`config.mk`:
```
export PLATFORM = sky130hd
export DESIGN_NAME = regfile_wb_arbiter
export DESIGN_NICKNAME = d
export VERILOG_FILES = /design/src/rtl/regfile_wb_arbiter.sv
export SDC_FILE = /design/constraint.sdc
export NUM_CORES = 1
export LEC_CHECK = 0
export BUFFER_PORTS_ARGS = -buffer_cell sky130_fd_sc_hd__buf_4
export CAP_MARGIN = 20
export CORE_MARGIN = 5
export CORE_UTILIZATION = 50
export DETAILED_ROUTE_END_ITERATION = 6
export PLACE_DENSITY = 0.89
export SYNTH_ARGS = -nofsm -noshare
export SYNTH_HDL_FRONTEND = slang
export SYNTH_SLANG_ARGS = --single-unit
```
`constraint.sdc`:
```
create_clock -name clk -period 6.06 [get_ports clk]
set_input_delay 0.909 -clock clk [delete_from_list [all_inputs] [get_ports clk]]
set_output_delay 0.909 -clock clk [all_outputs]
set_load 0.005 [all_outputs]
```
`src/rtl/regfile_wb_arbiter.sv`:
```
// Arbitrates the register file write port between ALU and load writeback,
// and tracks registers that still have a load outstanding.
module regfile_wb_arbiter #(
  parameter int STARVE_LIMIT = 4,
  parameter int CNT_W        = 4
) (
  input  logic             clk,
  input  logic             rst,
  input  logic             alu_valid,
  output logic             alu_ready,
  input  logic [4:0]       alu_dst,
  input  logic [31:0]      alu_data,
  input  logic             mem_valid,
  output logic             mem_ready,
  input  logic [4:0]       mem_dst,
  input  logic [31:0]      mem_data,
  input  logic             ld_issue_valid,
  output logic             ld_issue_ready,
  input  logic [4:0]       ld_dst,
  input  logic [4:0]       rs_q,
  input  logic [4:0]       rt_q,
  output logic             rs_busy,
  output logic             rt_busy,
  output logic             wr_en,
  output logic [4:0]       wr_addr,
  output logic [31:0]      wr_data,
  output logic             dbg_state,
  output logic [CNT_W-1:0] dbg_starve_cnt
);

  // Handshake: a transfer happens in any cycle where valid && ready. Ready is
  // combinational and may depend on valid; requesters hold dst/data stable
  // while valid is high and ready is low. No ready is raised while rst is high.

  typedef enum logic {
    PRIO_MEM = 1'b0,
    PRIO_ALU = 1'b1
  } state_t;

  state_t           state;
  logic [CNT_W-1:0] starve_cnt;
  logic [CNT_W-1:0] cnt_inc;
  logic [31:0]      busy;
  logic [31:0]      busy_next;
  logic             alu_win;
  logic             mem_win;
  logic             ld_accept;

  assign cnt_inc = starve_cnt + CNT_W'(1);

  always_comb begin
    alu_win = 1'b0;
    mem_win = 1'b0;
    if (!rst) begin
      if (state == PRIO_ALU) begin
        alu_win = alu_valid;
        mem_win = mem_valid && !alu_valid;
      end else begin
        mem_win = mem_valid;
        alu_win = alu_valid && !mem_valid;
      end
    end
  end

  assign alu_ready = alu_win;
  assign mem_ready = mem_win;

  // A load retiring into the same register this cycle frees it for a new issue.
  assign ld_issue_ready = !rst && ((ld_dst == 5'd0) || !busy[ld_dst] ||
                                   (mem_win && (mem_dst == ld_dst)));
  assign ld_accept = ld_issue_valid && ld_issue_ready;

  assign rs_busy = busy[rs_q];
  assign rt_busy = busy[rt_q];

  always_comb begin
    busy_next = busy;
    if (mem_win) busy_next[mem_dst] = 1'b0;
    if (ld_accept && (ld_dst != 5'd0)) busy_next[ld_dst] = 1'b1;
    busy_next[0] = 1'b0;
  end

  always_ff @(posedge clk) begin
    if (rst) begin
      state      <= PRIO_MEM;
      starve_cnt <= '0;
      busy       <= '0;
      wr_en      <= 1'b0;
      wr_addr    <= '0;
      wr_data    <= '0;
    end else begin
      busy  <= busy_next;
      wr_en <= (alu_win && (alu_dst != 5'd0)) || (mem_win && (mem_dst != 5'd0));
      if (alu_win) begin
        wr_addr <= alu_dst;
        wr_data <= alu_data;
      end else if (mem_win) begin
        wr_addr <= mem_dst;
        wr_data <= mem_data;
      end
      case (state)
        PRIO_MEM: begin
          if (alu_valid && mem_valid) begin
            starve_cnt <= cnt_inc;
            if (cnt_inc == CNT_W'(STARVE_LIMIT)) state <= PRIO_ALU;
          end else begin
            starve_cnt <= '0;
          end
        end
        default: begin
          starve_cnt <= '0;
          state      <= PRIO_MEM;
        end
      endcase
    end
  end

  assign dbg_state      = state;
  assign dbg_starve_cnt = starve_cnt;

endmodule
```
# --- Yosys cells after proc, flatten, opt, wreduce, memory -nomap -nowiden ---
# Cells that the tools add are included.
# W data, S select, Z words.
classes:
  add_sub_neg: 1
  n_lt_le_gt_ge: 6
  eq_ne: 2
  mux: 21
  n_bitwise: 4
  n_reduce_logical: 24
ops:
  columns: ["operator", "n"]
  rows:
  - ["$mux W32", 4]
  - ["$and A32 B32 Y32", 1]
  - ["$not A32 Y32", 1]
  - ["$or A32 B32 Y32", 1]
  - ["$lt A5 B6 Y1 const B", 4]
  - ["$bmux W1 S5", 3]
  - ["$reduce_bool A5 Y1", 3]
  - ["$logic_and A1 B1 Y1", 11]
  - ["$demux W1 S5", 2]
  - ["$ge A5 B1 Y1 const B", 2]
  - ["$mux W1", 10]
  - ["$mux W5", 2]
  - ["$eq A5 B5 Y1", 1]
  - ["$logic_not A5 Y1", 1]
  - ["$add A4 B1 Y4 const B", 1]
  - ["$eq A4 B3 Y1 const B", 1]
  - ["$logic_not A1 Y1", 4]
  - ["$logic_or A1 B1 Y1", 3]
  - ["$reduce_or A3 Y1", 1]
  - ["$reduce_bool A2 Y1", 1]
  - ["$not A1 Y1", 1]
totals:
  ff_bits: 75
  output_inout_bits: 48

# --- Longest topological paths before layout ---
depth:
  ltp_word: 10
  depth_mapped: 8

# --- Worst setup path after synthesis ---
# Ideal clock, no wire load.
synth_timing:
  path_type: "in2out"
  start: "in rs_q[1]"
  end: "out rs_busy"
  t_arrival_ns: 2.382
  t_required_ns: 5.151
  slack_ns: 2.769
  stages: 6
  cell_sequence: "clkbuf_1 > mux2_2 > nand2_1 > o21ai_0 > mux4_2 > mux2_2"
synth_between:
  elab_chain_len: 2
synth_lines:
  columns: ["item", "line", "source"]
  rows:
  - ["start: declaration", "20", "input logic [4:0] rs_q,"]
  - ["$bmux W1 S5", "73", "assign rs_busy = busy[rs_q];"]
  - ["$mux W1 (not written as such)", "73", null]
  - ["end: declaration", "22", "output logic rs_busy,"]
# No other way between the ends. The select of a mux whose other input is x is not followed.

# --- Final worst setup path ---
layout_timing:
  start: "in rst"
  end: "out alu_ready"
layout_between:
  elab_chain_len: 1
layout_lines:
  columns: ["item", "line", "source"]
  rows:
  - ["start: declaration", "8", "input logic rst,"]
  - ["$mux W1", "54", "if (!rst) begin"]
  - ["end: declaration", "10", "output logic alu_ready,"]
# No other way between the ends.

==> metrics.txt <==
# TYPE chip_impl_metric gauge
chip_impl_metric{name="dp_hpwl",unit="mm"} 9.88
chip_impl_info{name="result_of_the_run",value="finished clean"} 1
chip_impl_info{name="timing.critical_path.to_type",value="output port"} 1
chip_impl_metric{name="rows",unit=""} 33
chip_impl_metric{name="numPlacedInstances",unit=""} 658
chip_impl_metric{name="timing_worst_slew_pin_value",unit="ps"} 750
chip_impl_metric{name="max_clock_freq",unit="GHz"} 0.283
chip_impl_info{name="type_of_the_most_critical_hold_path",value="reg -> reg"} 1
chip_impl_metric{name="wl_per_cell",unit="µm"} 19.7
chip_impl_metric{name="num-nets-final",unit=""} 659
chip_impl_metric{name="htree_num_levels",unit=""} 3
chip_impl_metric{name="global_route.usage.total",unit="%"} 25.6
chip_impl_metric{name="synth.ff_latch_count",unit=""} 74
chip_impl_metric{name="layoutNonFillerInstCount",unit=""} 674
chip_impl_metric{name="vdd.ir_drop.worst",unit="mV"} 0.153
chip_impl_metric{name="synth.yosys.warnings",unit=""} 0
chip_impl_metric{name="ys_seq_area_share",unit="%"} 35.0
chip_impl_metric{name="numCtsBuffers",unit=""} 9
chip_impl_metric{name="clock_skew",unit="ps"} 10.4
chip_impl_metric{name="floorplan.die_area",unit="µm²"} 10400
chip_impl_metric{name="fin_crit",unit="ps"} 3530
chip_impl_metric{name="post_cts_resize_count",unit=""} 0
chip_impl_metric{name="clk-insertion-delay-late",unit="ps"} 360
chip_impl_metric{name="final_estimated_routing_congestion_in_global_placement",unit=""} 0.988
chip_impl_info{name="cts_tree",value="built"} 1
chip_impl_metric{name="initial_core_util",unit="%"} 51.5
chip_impl_metric{name="final-hold-violation-count",unit=""} 0
chip_impl_metric{name="mappedNetlistNets",unit=""} 540
chip_impl_metric{name="crit_required",unit="ps"} 5150
chip_impl_metric{name="netSwitchingFraction",unit="%"} 26.4
chip_impl_metric{name="layout.filler_cells",unit=""} 645
chip_impl_metric{name="comb_power_share",unit="%"} 16.6
chip_impl_metric{name="cp_max_fo",unit=""} 75
chip_impl_metric{name="final.setup.tns",unit="ps"} 0
chip_impl_metric{name="postSynthCellCount",unit=""} 445
chip_impl_info{name="synth_area_leaders",value="sky130_fd_sc_hd__dfxtp_1 35%, sky130_fd_sc_hd__mux2i_1 12%, sky130_fd_sc_hd__mux4_2 9.6%"} 1
chip_impl_metric{name="clock_sink_count",unit=""} 74
chip_impl_info{name="worstReg2RegEnd",value="busy[13]$_SDFF_PP0_"} 1
chip_impl_metric{name="grt_max_degree",unit=""} 76
chip_impl_info{name="final_common_cell",value="sky130_fd_sc_hd__buf_4"} 1
chip_impl_metric{name="p_clk_share",unit="%"} 38.8
chip_impl_metric{name="post_synth_num_cell_types",unit=""} 45
chip_impl_info{name="synth_ff_type",value="sky130_fd_sc_hd__dfxtp_1"} 1
chip_impl_metric{name="chipWidth",unit="µm"} 102
chip_impl_metric{name="syn-mean-instance-area",unit="µm²"} 9.51
chip_impl_metric{name="grt_remaining_overflow",unit=""} 0
chip_impl_metric{name="number_of_port_buffers",unit=""} 141
chip_impl_metric{name="synth_async_sr_flop_share",unit="%"} 0
chip_impl_metric{name="antenna_cells",unit=""} 0
chip_impl_info{name="layout_common_cells",value="143 x sky130_fd_sc_hd__buf_4, 74 x sky130_fd_sc_hd__dfxtp_1, 55 x sky130_fd_sc_hd__o21ai_0"} 1
chip_impl_info{name="setup_repair_after_global_routing_missed_its_margin",value="no"} 1
chip_impl_metric{name="clk_transition_reported_paths",unit="ps"} 90
chip_impl_metric{name="detailedRoute.firstPassIterationCount",unit=""} 5
chip_impl_metric{name="die_y",unit="µm"} 102
chip_impl_metric{name="power_per_cell_area",unit="nW/µm²"} 213
chip_impl_metric{name="max-slew-margin-rel",unit="%"} 50.0
chip_impl_metric{name="fin_total_pwr",unit="mW"} 1.17
chip_impl_info{name="timing.critical_path.from",value="rst"} 1
chip_impl_metric{name="post-route-worst-setup-slack",unit="ps"} 2530
chip_impl_info{name="worstSetupEndpoint",value="alu_ready"} 1
chip_impl_metric{name="route.vias.total",unit=""} 4036
chip_impl_metric{name="worstPathArrival",unit="ps"} 2620
chip_impl_metric{name="drt-vias-per-instance",unit=""} 5.99
chip_impl_info{name="clock_tree.root_cell",value="sky130_fd_sc_hd__clkbuf_8"} 1
chip_impl_metric{name="antenna_violating_nets_post_route",unit=""} 0
chip_impl_metric{name="antenna_found_initial",unit=""} 0
chip_impl_metric{name="timing_max_transition_violations_final",unit=""} 0
chip_impl_metric{name="clock_path_buffers",unit=""} 2
chip_impl_metric{name="syn-cell-area",unit="µm²"} 4230
chip_impl_metric{name="finalSetupViolations",unit=""} 0
chip_impl_metric{name="floorplan.core_area",unit="µm²"} 8220
chip_impl_metric{name="drt_drc_violations_left",unit=""} 0
chip_impl_metric{name="io-pin-count",unit=""} 142
chip_impl_info{name="reg_to_reg_startpoint",value="dbg_state$_SDFF_PP0_"} 1
chip_impl_metric{name="cts_hold_buffers",unit=""} 0
chip_impl_metric{name="p_seq_share",unit="%"} 44.6
chip_impl_metric{name="grt_pass1_vias",unit=""} 4192
chip_impl_metric{name="drive_above_1_share",unit="%"} 35.7
chip_impl_metric{name="yosysTopAreaCellShare",unit="%"} 35.0
chip_impl_metric{name="layout_worst_path_cycle_share",unit="%"} 58.3
chip_impl_metric{name="fin_hold_ws",unit="ps"} 480
chip_impl_metric{name="reg2reg_setup_slack",unit="ps"} 3750
chip_impl_info{name="worstSetupPathType",value="in -> out"} 1
chip_impl_info{name="cell_type_with_the_highest_aggregate_area_in_the_netlist",value="sky130_fd_sc_hd__dfxtp_1"} 1
chip_impl_metric{name="synth_edf_count",unit=""} 0
chip_impl_metric{name="routed_wirelength",unit="mm"} 13.3
chip_impl_metric{name="grt_pass1_wl",unit="mm"} 20.9
chip_impl_metric{name="syn_to_final_growth",unit="%"} 29.9
chip_impl_info{name="worstSetupStartpointType",value="primary input"} 1
chip_impl_metric{name="max_cap_violation_count",unit=""} 0
chip_impl_metric{name="internal-power",unit="mW"} 0.860
chip_impl_metric{name="switchingPower",unit="mW"} 0.309
chip_impl_metric{name="drt_iter0_markers",unit=""} 312
chip_impl_metric{name="reg2regPathDepth",unit=""} 6
chip_impl_metric{name="pre_cts_slack",unit="ps"} 2560
chip_impl_metric{name="leakagePower",unit="nW"} 2.26
chip_impl_metric{name="cts_setup_buffers",unit=""} 0
state kept, by name (all words and copies together), names as in the netlist:
signal / count
busy: 31
dbg_starve_cnt: 4
dbg_state: 1
wr_addr: 5
wr_data: 32
wr_en: 1
through the flow:
stage / area, µm² / util, %
2_1_floorplan: 4230 / -
3_3_place_gp: 5270 / 64.1
3_5_place_dp: 5270 / 64.1
4_1_cts: 5500 / 66.9
5_1_grt: 5500 / 66.9
6_report: 5500 / 66.9
routing by layer:
layer	track usage (%)	share of wire [%]	vias to the layer above
met5	0	0	-
met4	10.4	1.9	0
met3	7.99	11	27
met2	44.4	52	225
met1	29.2	36	1904
li1	-	-	1880
cells in the mapped netlist, types with 3 or more instances:
library cell	n
sky130_fd_sc_hd__a211oi_1	37
sky130_fd_sc_hd__buf_2	12
sky130_fd_sc_hd__buf_6	4
sky130_fd_sc_hd__clkbuf_1	19
sky130_fd_sc_hd__dfxtp_1	74
sky130_fd_sc_hd__mux2_2	5
sky130_fd_sc_hd__mux2i_1	51
sky130_fd_sc_hd__mux4_2	18
sky130_fd_sc_hd__nand2_1	12
sky130_fd_sc_hd__nand3_1	5
sky130_fd_sc_hd__nand3b_1	9
sky130_fd_sc_hd__nor2_1	52
sky130_fd_sc_hd__nor2b_1	35
sky130_fd_sc_hd__nor3_1	3
sky130_fd_sc_hd__o21ai_0	55
sky130_fd_sc_hd__o21ai_1	7
sky130_fd_sc_hd__o21ai_2	6
sky130_fd_sc_hd__o22ai_1	4
sky130_fd_sc_hd__xor2_1	6
worst min-delay path by stage:
stage	start	end	depth (start not counted)
floorplan	dbg_starve_cnt[0]$_SDFF_PP0_	dbg_starve_cnt[0]$_SDFF_PP0_	1
global placement	dbg_starve_cnt[0]$_SDFF_PP0_	dbg_starve_cnt[0]$_SDFF_PP0_	1
detailed placement	dbg_starve_cnt[0]$_SDFF_PP0_	dbg_starve_cnt[0]$_SDFF_PP0_	1
CTS	dbg_starve_cnt[0]$_SDFF_PP0_	dbg_starve_cnt[0]$_SDFF_PP0_	1
global route	dbg_starve_cnt[0]$_SDFF_PP0_	dbg_starve_cnt[0]$_SDFF_PP0_	1
finish	dbg_starve_cnt[0]$_SDFF_PP0_	dbg_starve_cnt[0]$_SDFF_PP0_	1
cell type report:
type | instances | area [µm²] | share of cell area (%)
Clock inverter | 6 | 95.1 | 1.73
Tap cell | 105 | 131 | 2.39
Multi-Input combinational cell | 335 | 2580 | 46.8
Inverter | 1 | 3.75 | 0.0683
Timing Repair Buffer | 143 | 1070 | 19.5
Sequential cell | 74 | 1480 | 26.9
Clock buffer | 10 | 138 | 2.50
logic make-up after synthesis:
kind of cell / synth area share, %
buffers and inverters: 4.26
xor gates and xnor gates: 1.45
AOI/OAI and AO/OA: 19.5
adders and majority gates: 0.295
DFF: 35.0
muxes: 23.0
and+or+nand+nor: 16.5
power groups by stage:
stage,Sequential [mW],Combinational (mW),Clock [mW]
finish,0.521,0.195,0.454
global route,0.524,0.210,0.477
CTS,0.521,0.195,0.456
detailed placement,0.532,0.194,0
global placement,0.531,0.189,0
floorplan,0.531,0.0969,0
worst max-delay path, cell delays in order:
cell and delay (ps):
sky130_fd_sc_hd__buf_4 570, sky130_fd_sc_hd__nor2b_1 190, sky130_fd_sc_hd__nand2_2 110, sky130_fd_sc_hd__buf_4 540
sky130_fd_sc_hd__inv_1 80, sky130_fd_sc_hd__buf_4 160
Note: power is estimated with default switching activity, not from simulation.
